**config.mk**
```make
export PLATFORM = sky130hd
export DESIGN_NAME = getir
export DESIGN_NICKNAME = d
export VERILOG_FILES = /design/src/rtl/getir.sv
export SDC_FILE = /design/constraint.sdc
export NUM_CORES = 1
export LEC_CHECK = 0
export CAP_MARGIN = 20
export CELL_PAD_IN_SITES_DETAIL_PLACEMENT = 0
export CELL_PAD_IN_SITES_GLOBAL_PLACEMENT = 1
export CORE_ASPECT_RATIO = 2
export CORE_MARGIN = 4
export CORE_UTILIZATION = 40
export CTS_CLUSTER_DIAMETER = 80
export CTS_CLUSTER_SIZE = 40
export DETAILED_ROUTE_END_ITERATION = 6
export GPL_TIMING_DRIVEN = 0
export PLACE_DENSITY_LB_ADDON = 0.08
export SETUP_SLACK_MARGIN = 0.3
export SKIP_CTS_REPAIR_TIMING = 1
export SLEW_MARGIN = 30
export SYNTH_ARGS = -nofsm -noshare
export SYNTH_HDL_FRONTEND = slang
export SYNTH_HIERARCHICAL = 1
export SYNTH_SLANG_ARGS = --single-unit
```
**constraint.sdc**
```tcl
create_clock -name clk_i -period 7.7 [get_ports clk_i]
set_input_delay 1.54 -clock clk_i [delete_from_list [all_inputs] [get_ports clk_i]]
set_output_delay 1.54 -clock clk_i [all_outputs]
set_load 0.1 [all_outputs]
```
**src/rtl/getir.sv**
```systemverilog
// rtl/getir.sv - instruction fetch stage with credit-limited outstanding reads
//
// getir_fifo: small synchronous FIFO used for the address and response queues.
//   clk_i      clock
//   rst_i      synchronous active-low reset
//   temizle    drop all entries (wins over yaz/oku)
//   yaz        push yaz_veri
//   oku        pop the head entry
//   bas_veri   current head entry (valid when sayi != 0)
//   sayi       number of stored entries
//
// getir: fetch stage. Keeps the program counter, issues word reads to the
// L1 instruction cache, pairs each returned word with its fetch address and
// presents it to decode through a registered output stage.
//   clk_i / rst_i                  clock, synchronous active-low reset
//   l1b_istek_o / l1b_adres_o      read request and word-aligned address
//   l1b_hazir_i                    cache accepts the request this cycle
//   l1b_gecerli_i / l1b_buyruk_i   in-order response and its instruction word
//   yurut_atlama_i / _adres_i      redirect from execute and its target
//   ddb_kontrol_durdur_i           hold the output register
//   ddb_kontrol_bosalt_i           flush the output register
//   buyruk_o, program_sayaci_o,
//   program_sayaci_artmis_o,
//   buyruk_gecerli_o               registered instruction, its pc, pc + 4, valid

module getir_fifo #(
  parameter int GENISLIK = 32,
  parameter int DERINLIK = 2
) (
  input  logic                           clk_i,
  input  logic                           rst_i,
  input  logic                           temizle,
  input  logic                           yaz,
  input  logic [GENISLIK-1:0]            yaz_veri,
  input  logic                           oku,
  output logic [GENISLIK-1:0]            bas_veri,
  output logic [$clog2(DERINLIK+1)-1:0]  sayi
);

  localparam int PW = (DERINLIK > 1) ? $clog2(DERINLIK) : 1;
  localparam int CW = $clog2(DERINLIK + 1);

  logic [GENISLIK-1:0] bellek [DERINLIK];
  logic [PW-1:0]       yaz_ptr;
  logic [PW-1:0]       oku_ptr;

  function automatic logic [PW-1:0] sonraki(input logic [PW-1:0] p);
    return (p == PW'(DERINLIK - 1)) ? '0 : p + 1'b1;
  endfunction

  always_ff @(posedge clk_i) begin
    if (!rst_i || temizle) begin
      yaz_ptr <= '0;
      oku_ptr <= '0;
      sayi    <= '0;
    end else begin
      if (yaz) begin
        bellek[yaz_ptr] <= yaz_veri;
        yaz_ptr         <= sonraki(yaz_ptr);
      end
      if (oku) begin
        oku_ptr <= sonraki(oku_ptr);
      end
      sayi <= sayi + CW'(yaz) - CW'(oku);
    end
  end

  assign bas_veri = bellek[oku_ptr];

endmodule

module getir #(
  parameter logic [31:0] RESET_PC       = 32'h4000_0000,
  parameter int          ISTEK_DERINLIK = 2
) (
  input  logic        clk_i,
  input  logic        rst_i,
  output logic        l1b_istek_o,
  output logic [31:0] l1b_adres_o,
  input  logic        l1b_hazir_i,
  input  logic        l1b_gecerli_i,
  input  logic [31:0] l1b_buyruk_i,
  input  logic        yurut_atlama_i,
  input  logic [31:0] yurut_atlama_adres_i,
  input  logic        ddb_kontrol_durdur_i,
  input  logic        ddb_kontrol_bosalt_i,
  output logic [31:0] buyruk_o,
  output logic [31:0] program_sayaci_o,
  output logic [31:0] program_sayaci_artmis_o,
  output logic        buyruk_gecerli_o
);

  localparam int          CW  = $clog2(ISTEK_DERINLIK + 1);
  localparam logic [31:0] NOP = 32'h0000_0013;

  logic [31:0]   pc_r;
  logic [CW-1:0] at_sayac;

  logic [CW-1:0] adr_sayi;
  logic [31:0]   adr_bas;
  logic [CW-1:0] yanit_sayi;
  logic [63:0]   yanit_bas;

  logic          kabul;
  logic          yanit_geldi;
  logic          yanit_kullan;
  logic          ilerle;
  logic          yanit_yaz;
  logic          yanit_oku;
  logic [CW:0]   toplam;

  // The low target bits are forced to zero, so they are intentionally ignored.
  logic          unused_adres_bitleri;
  assign unused_adres_bitleri = ^yurut_atlama_adres_i[1:0];

  // Credit covers both in-flight reads and buffered words, so every response
  // that comes back always has a free response-FIFO slot.
  assign toplam      = {1'b0, adr_sayi} + {1'b0, yanit_sayi};
  assign l1b_istek_o = rst_i && !yurut_atlama_i && (toplam < (CW+1)'(ISTEK_DERINLIK));
  assign l1b_adres_o = pc_r;
  assign kabul       = l1b_istek_o && l1b_hazir_i;

  // A response only counts when something is actually in flight.
  assign yanit_geldi  = l1b_gecerli_i && (adr_sayi != '0);
  // Stale responses and those landing in a redirect cycle are dropped.
  assign yanit_kullan = yanit_geldi && (at_sayac == '0) && !yurut_atlama_i;

  assign ilerle    = !yurut_atlama_i && !ddb_kontrol_bosalt_i && !ddb_kontrol_durdur_i;
  assign yanit_oku = ilerle && (yanit_sayi != '0);
  // With an empty response FIFO and a free output stage the word bypasses the
  // FIFO straight into the output register; that keeps one instruction per cycle.
  assign yanit_yaz = yanit_kullan && !(ilerle && (yanit_sayi == '0));

  getir_fifo #(.GENISLIK(32), .DERINLIK(ISTEK_DERINLIK)) u_adr_fifo (
    .clk_i    (clk_i),
    .rst_i    (rst_i),
    .temizle  (1'b0),
    .yaz      (kabul),
    .yaz_veri (pc_r),
    .oku      (yanit_geldi),
    .bas_veri (adr_bas),
    .sayi     (adr_sayi)
  );

  getir_fifo #(.GENISLIK(64), .DERINLIK(ISTEK_DERINLIK)) u_yanit_fifo (
    .clk_i    (clk_i),
    .rst_i    (rst_i),
    .temizle  (yurut_atlama_i),
    .yaz      (yanit_yaz),
    .yaz_veri ({adr_bas, l1b_buyruk_i}),
    .oku      (yanit_oku),
    .bas_veri (yanit_bas),
    .sayi     (yanit_sayi)
  );

  always_ff @(posedge clk_i) begin
    if (!rst_i) begin
      pc_r <= RESET_PC;
    end else if (yurut_atlama_i) begin
      pc_r <= {yurut_atlama_adres_i[31:2], 2'b00};
    end else if (kabul) begin
      pc_r <= pc_r + 32'd4;
    end
  end

  // On redirect every read still in flight (after this cycle's pop) is stale.
  // The address FIFO holds exactly those reads, so its count is the new total.
  always_ff @(posedge clk_i) begin
    if (!rst_i) begin
      at_sayac <= '0;
    end else if (yurut_atlama_i) begin
      at_sayac <= adr_sayi - CW'(yanit_geldi);
    end else if (yanit_geldi && (at_sayac != '0)) begin
      at_sayac <= at_sayac - 1'b1;
    end
  end

  always_ff @(posedge clk_i) begin
    if (!rst_i) begin
      buyruk_o                <= NOP;
      program_sayaci_o        <= '0;
      program_sayaci_artmis_o <= '0;
      buyruk_gecerli_o        <= 1'b0;
    end else if (yurut_atlama_i || ddb_kontrol_bosalt_i) begin
      buyruk_o         <= NOP;
      buyruk_gecerli_o <= 1'b0;
    end else if (ddb_kontrol_durdur_i) begin
      buyruk_o                <= buyruk_o;
      program_sayaci_o        <= program_sayaci_o;
      program_sayaci_artmis_o <= program_sayaci_artmis_o;
      buyruk_gecerli_o        <= buyruk_gecerli_o;
    end else if (yanit_sayi != '0) begin
      buyruk_o                <= yanit_bas[31:0];
      program_sayaci_o        <= yanit_bas[63:32];
      program_sayaci_artmis_o <= yanit_bas[63:32] + 32'd4;
      buyruk_gecerli_o        <= 1'b1;
    end else if (yanit_kullan) begin
      buyruk_o                <= l1b_buyruk_i;
      program_sayaci_o        <= adr_bas;
      program_sayaci_artmis_o <= adr_bas + 32'd4;
      buyruk_gecerli_o        <= 1'b1;
    end else begin
      buyruk_o         <= NOP;
      buyruk_gecerli_o <= 1'b0;
    end
  end

endmodule

```
# Yosys cells after proc, flatten, opt, wreduce, memory -nomap -nowiden
# Memories as Yosys holds them, arrays and structs flattened. A register that Yosys moved wholly into a read port is not among the register bits.
# Index checks and enable logic that the tools add are counted.
[totals] memories=2 elab_cells=89 mem_bits_rw=192 reg_bits=139 inputBits=71 output_inout_bits=130
[classes] n_lt_le_gt_ge=1 n_bitwise=3 n_addsub=14 reduce_logical=30 n_mux=26
[mem_list] name="u_yanit_fifo.bellek" depth=2 width=64 read_ports=1 rd_clocked_by_memory_dff=1 write_ports=1 line_no="43" text="logic [GENISLIK-1:0] bellek [DERINLIK];"
[mem_list] name="u_adr_fifo.bellek" depth=2 width=32 read_ports=1 rd_clocked_by_memory_dff=1 write_ports=1 line_no="43"
[ops] operator="2-to-1 mux 32 bit" count=8
[ops] operator="adder 32 x 3 -> 32 bit, second input constant" count=3
[ops] operator="2-to-1 mux 1 bit" count=16
[ops] operator="logical AND 1 bit" count=12
[ops] operator="nonzero test 2 bit" count=6
[ops] operator="subtractor 2 x 1 -> 2 bit" count=3
[ops] operator="zero test 1 bit" count=5
[ops] operator="adder 1 bit, second input constant" count=4
[ops] operator="adder 2 x 1 -> 2 bit" count=2
[ops] operator="zero test 2 bit" count=2
[ops] operator="2-to-1 mux 2 bit" count=2
[ops] operator="OR reduction 2 bit" count=2
[ops] operator="adder 2 x 2 -> 3 bit" count=1
[ops] operator="< comparator 3 x 2 -> 1 bit, second input constant" count=1
[ops] operator="inverter 1 bit" count=3
[ops] operator="AND reduction 3 bit" count=1
[ops] operator="logical OR 1 bit" count=2
[ops] operator="subtractor 2 x 1 -> 2 bit, second input constant" count=1

# Longest topological paths before layout
[logic_depth] ltp_word=9 depth_mapped=12

# Modules after synthesis
# The synthesis kept the hierarchy.
[modules_own_cells] module="getir" seq_area_each_um2=2542.4 area_each_um2=7011.7 cells_each=848 n_inst=1
[modules_own_cells] module="getir_fifo (u_yanit_fifo)" seq_area_each_um2=3943.8 area_each_um2=5139.9 cells_each=220 n_inst=1
[modules_own_cells] module="getir_fifo (u_adr_fifo)" seq_area_each_um2=2021.9 area_each_um2=2685.1 cells_each=121 n_inst=1

# Worst setup path after synthesis
# Ideal clock, no wire load.
[synth_path] path_kind="input to register" from="input port l1b_gecerli_i" to="memory u_yanit_fifo.bellek[0][0] (enable)" t_required_ns=7.122 slack_ns=0.244 stages=4 arrival_ns=6.878 path_cell_list="o21a_1 > nand3_1 > a21oi_1 > nor3b_1"
[synth_between] elab_chain_cells=7
[synth_lines] element="start: declaration" line_no="81" text="input logic l1b_gecerli_i,"
[synth_lines] element="logical AND 1 bit" line_no="124" text="assign yanit_geldi = l1b_gecerli_i && (adr_sayi != '0);"
[synth_lines] element="logical AND 1 bit (2 in a row)" line_no="126" text="assign yanit_kullan = yanit_geldi && (at_sayac == '0) && !yurut_atlama_i;"
[synth_lines] element="logical AND 1 bit" line_no="132" text="assign yanit_yaz = yanit_kullan && !(ilerle && (yanit_sayi == '0));"
[synth_lines] element="via yanit_yaz" line_no="108" text="logic yanit_yaz;"
[synth_lines] element="2-to-1 mux 1 bit" line_no="57" text="if (yaz) begin"
[synth_lines] element="2-to-1 mux 1 bit" line_no="52" text="if (!rst_i || temizle) begin"
[synth_lines] element="2-to-1 mux 1 bit (not written as such)" line_no="58" text="bellek[yaz_ptr] <= yaz_veri;"
[synth_lines] element="end: declaration" line_no="43"
# The timed path passes the listed nets, and every way through them passes these cells.

# Final worst setup path
[layout_path] from="input port yurut_atlama_i" to="output port l1b_istek_o"
[layout_between] elab_chain_cells=3
[layout_lines] element="start: declaration" line_no="83" text="input logic yurut_atlama_i,"
[layout_lines] element="zero test 1 bit" line_no="119" text="assign l1b_istek_o = rst_i && !yurut_atlama_i && (toplam < (CW+1)'(ISTEK_DERINLIK));"
[layout_lines] element="logical AND 1 bit (2 in a row)" line_no="119"
[layout_lines] element="end: declaration" line_no="78" text="output logic l1b_istek_o,"
# Every way passes these cells.

==> results.md <==
- Total GRT Usage: 0.2210
- Vias: 10,370
- Synth top area share: 0.3886
- Number of flops mapped to enable cells by yosys: 192
- Post-synthesis xor/xnor area fraction: 0.01248
- Top-count cell post-synth: edfxtp_1
- Final GP Congestion: 0.9309
- Asr flop ratio synth: 0
- Worst vdd ir: 0.1564 mV
- ANT nets after route: 0
- Final setup margin: 2.115 ns
- Pre-CTS WS: 1.900 ns
- Post-synthesis adder-cell area fraction: 0.007252
- Status: complete, no violations
- Worst Path Required: 6.16 ns
- Initial DRC count: 491
- FF/Latch Area: 0.008508 mm²
- Final hold violation count: 0
- R2r startpoint: u_yanit_fifo/sayi[0]
- Top cells by count, synth: edfxtp_1 (192), dfxtp_1 (137), mux2_4 (90), nor2_1 (79), nand2_1 (77)
- Post-DP HPWL: 35,870 µm
- Pins Over Slew Limit: 0
- Data arrival time of the worst path: 4.05 ns
- Max-slew headroom: 0.3110
- Port Buf Inserts: 196
- Sink Count: 329
- Fill cells: 3,328
- Mapped cell area: 0.01484 mm²
- Min-delay src: program_sayaci_artmis_o[16]
- Post-route insts no fill: 1,877
- Setup Viol. Count Final: 0
- N_diodes: 0
- RSZ-0062 raised after global routing: no
- Hold Path Class: flop to flop
- WL final: 45,310 µm
- Syn Inst Count: 1,189
- Final nets: 1,496
- TritonCTS buffer count: 12
- Peak Freq: 0.1790 GHz
- Drt wl/cell: 24.14 µm
- Seq cells post-synth: 329
- Crit start category: primary input
- Global-route wire length before repair: 66,760 µm
- Die ar.: 0.04042 mm²
- Largest fanout on the critical path: 7
- YS warnings: 6
- Count of distinct cell types in the synthesized netlist: 78
- Starting Density: 0.4060
- P&R area growth vs syn: 21.01%
- Clock root buffer: clkbuf_16
- Total congestion overflow: 0
- Critical path class: primary input to output port
- Core area: 0.03654 mm²
- Worst-Skew Late Latency: 0.54 ns
- Row Count: 99
- Post-Synth Simple-Gate Area: 0.1387
- CP Capture Type: output port
- Static leakage: 0.005952 µW
- Worst slew pin tran: 1.030 ns
- Mean Syn Cell Area: 12.48 µm²
- Share of cells above drive strength 1: 0.1370
- PwrDens: 173.0 mW/mm²
- H-tree depth: 1
- Number of global-route vias before repair: 10,780
- Clock buffer depth: 3
- Io pins: 201
- Crit. Startpoint: yurut_atlama_i
- DRC: 0
- Combinational family with the most area after synthesis: simple AND/OR/NAND/NOR gates
- Seq/Total Area, Yosys: 0.5735
- DIE WIDTH: 144.2 µm
- DRT Pass-1 Iters: 5
- Vias per cell: 5.523
- MaxCap Viol Count: 0
- Placed insts: 1,857
- TritonCTS clock tree: built
- Compound-cell area share of the yosys netlist: 0.1101
- Main flop type after synthesis: edfxtp_1
- Crit share post-route: 0.7254
- Register clock-pin slew on the reported worst setup and hold paths: 0.14 ns
- Synth area leader: edfxtp_1
- Initial antenna violation count: 0
- Die height: 280.4 µm
- Top cells by area, synth: edfxtp_1 (39%), dfxtp_1 (18%), mux2_4 (9.1%), nor2_1 (2.0%), nand2_1 (1.9%)
- Multi-input gate area: 0.005756 mm²
- Clk_skew: 0.02118 ns
- Post-synthesis mux area share: 0.1155
- Tmin final: 5.585 ns
- Largest net degree at the start of global routing: 42
- Final core occ: 0.4913
critical path, stage by stage:
cell and delay, ns:
clkdlybuf4s50_1 0.43, clkbuf_1 0.34, nor4b_2 0.50, clkdlybuf4s50_1 1.22
sequential cells by signal, summed over array words and instances (netlist names), 2 cells and up, named ones only:
| name | cells |
|---|---|
| l1b_adres_o | 30 |
| u_yanit_fifo/sayi | 2 |
| at_sayac | 2 |
| program_sayaci_artmis_o | 30 |
| program_sayaci_o | 32 |
| buyruk_o | 32 |
| u_adr_fifo/sayi | 2 |
| u_adr_fifo/bellek | 64 |
| u_yanit_fifo/bellek | 128 |
power breakdown:
part | leakage (µW) | switching, µW | internal, µW | total [µW]
registers | 0.00282 | 24.1 | 1870 | 1900
clock network | 0.000195 | 541 | 359 | 899
logic | 0.00293 | 212 | 97.3 | 310
cell families after synthesis:
logic type | Yosys count
AOI/OAI and AO/OA | 222
xor gates and xnor gates | 18
and+or+nand+nor | 383
adders and majority gates | 8
DFF | 329
other | 1
muxes | 125
buffers and inverters | 103
per-stage QoR:
stage / hold WS, ns / total power (µW) / setup TNS [ns] / cell area (µm²)
after floorplan: 0.4812 / 2124 / 0 / 14870
after global placement: 0.4444 / 2244 / -57.46 / 17400
after detailed placement: 0.4452 / 2247 / 0 / 17550
after CTS: 0.4628 / 3142 / 0 / 17950
after global routing: 0.4844 / 3217 / 0 / 17950
final: 0.4596 / 3106 / 0 / 17950
worst paths after layout:
check / slack (ns) / cells past startpoint / end
max reg2reg: 2.61 / 12 / u_adr_fifo/bellek[0][17]
max: 2.11 / 4 / l1b_istek_o
min: 0.46 / 2 / program_sayaci_artmis_o[16]
min reg2reg: 0.46 / 2 / program_sayaci_artmis_o[16]
placed cells by master (no fill, tap or decap), drive strengths merged, types with 42 or more instances in the layout:
master,count
mux2,100
nand3,43
clkdlybuf4s50,196
dfxtp,137
a21oi,42
clkbuf,61
nor2,79
buf,51
edfxtp,192
nand2,77
area by class of cell:
type / count / area share
multi-input combinational: 764 / 0.3206
sequential: 329 / 0.4739
timing repair buffer: 207 / 0.1165
buffer: 85 / 0.03115
inverter: 18 / 0.003763
clock inverter: 4 / 0.003694
clock buffer: 16 / 0.01875
tap: 454 / 0.03164
routing by layer:
layer	routed length [µm]	global-route usage	vias to the layer above
li1	-	-	4932
met1	14930	0.2098	5061
met2	26620	0.4542	280
met3	1558	0.02320	93
met4	2196	0.09840	0
met5	0	0	-
Note: power is estimated with default switching activity, not from simulation.
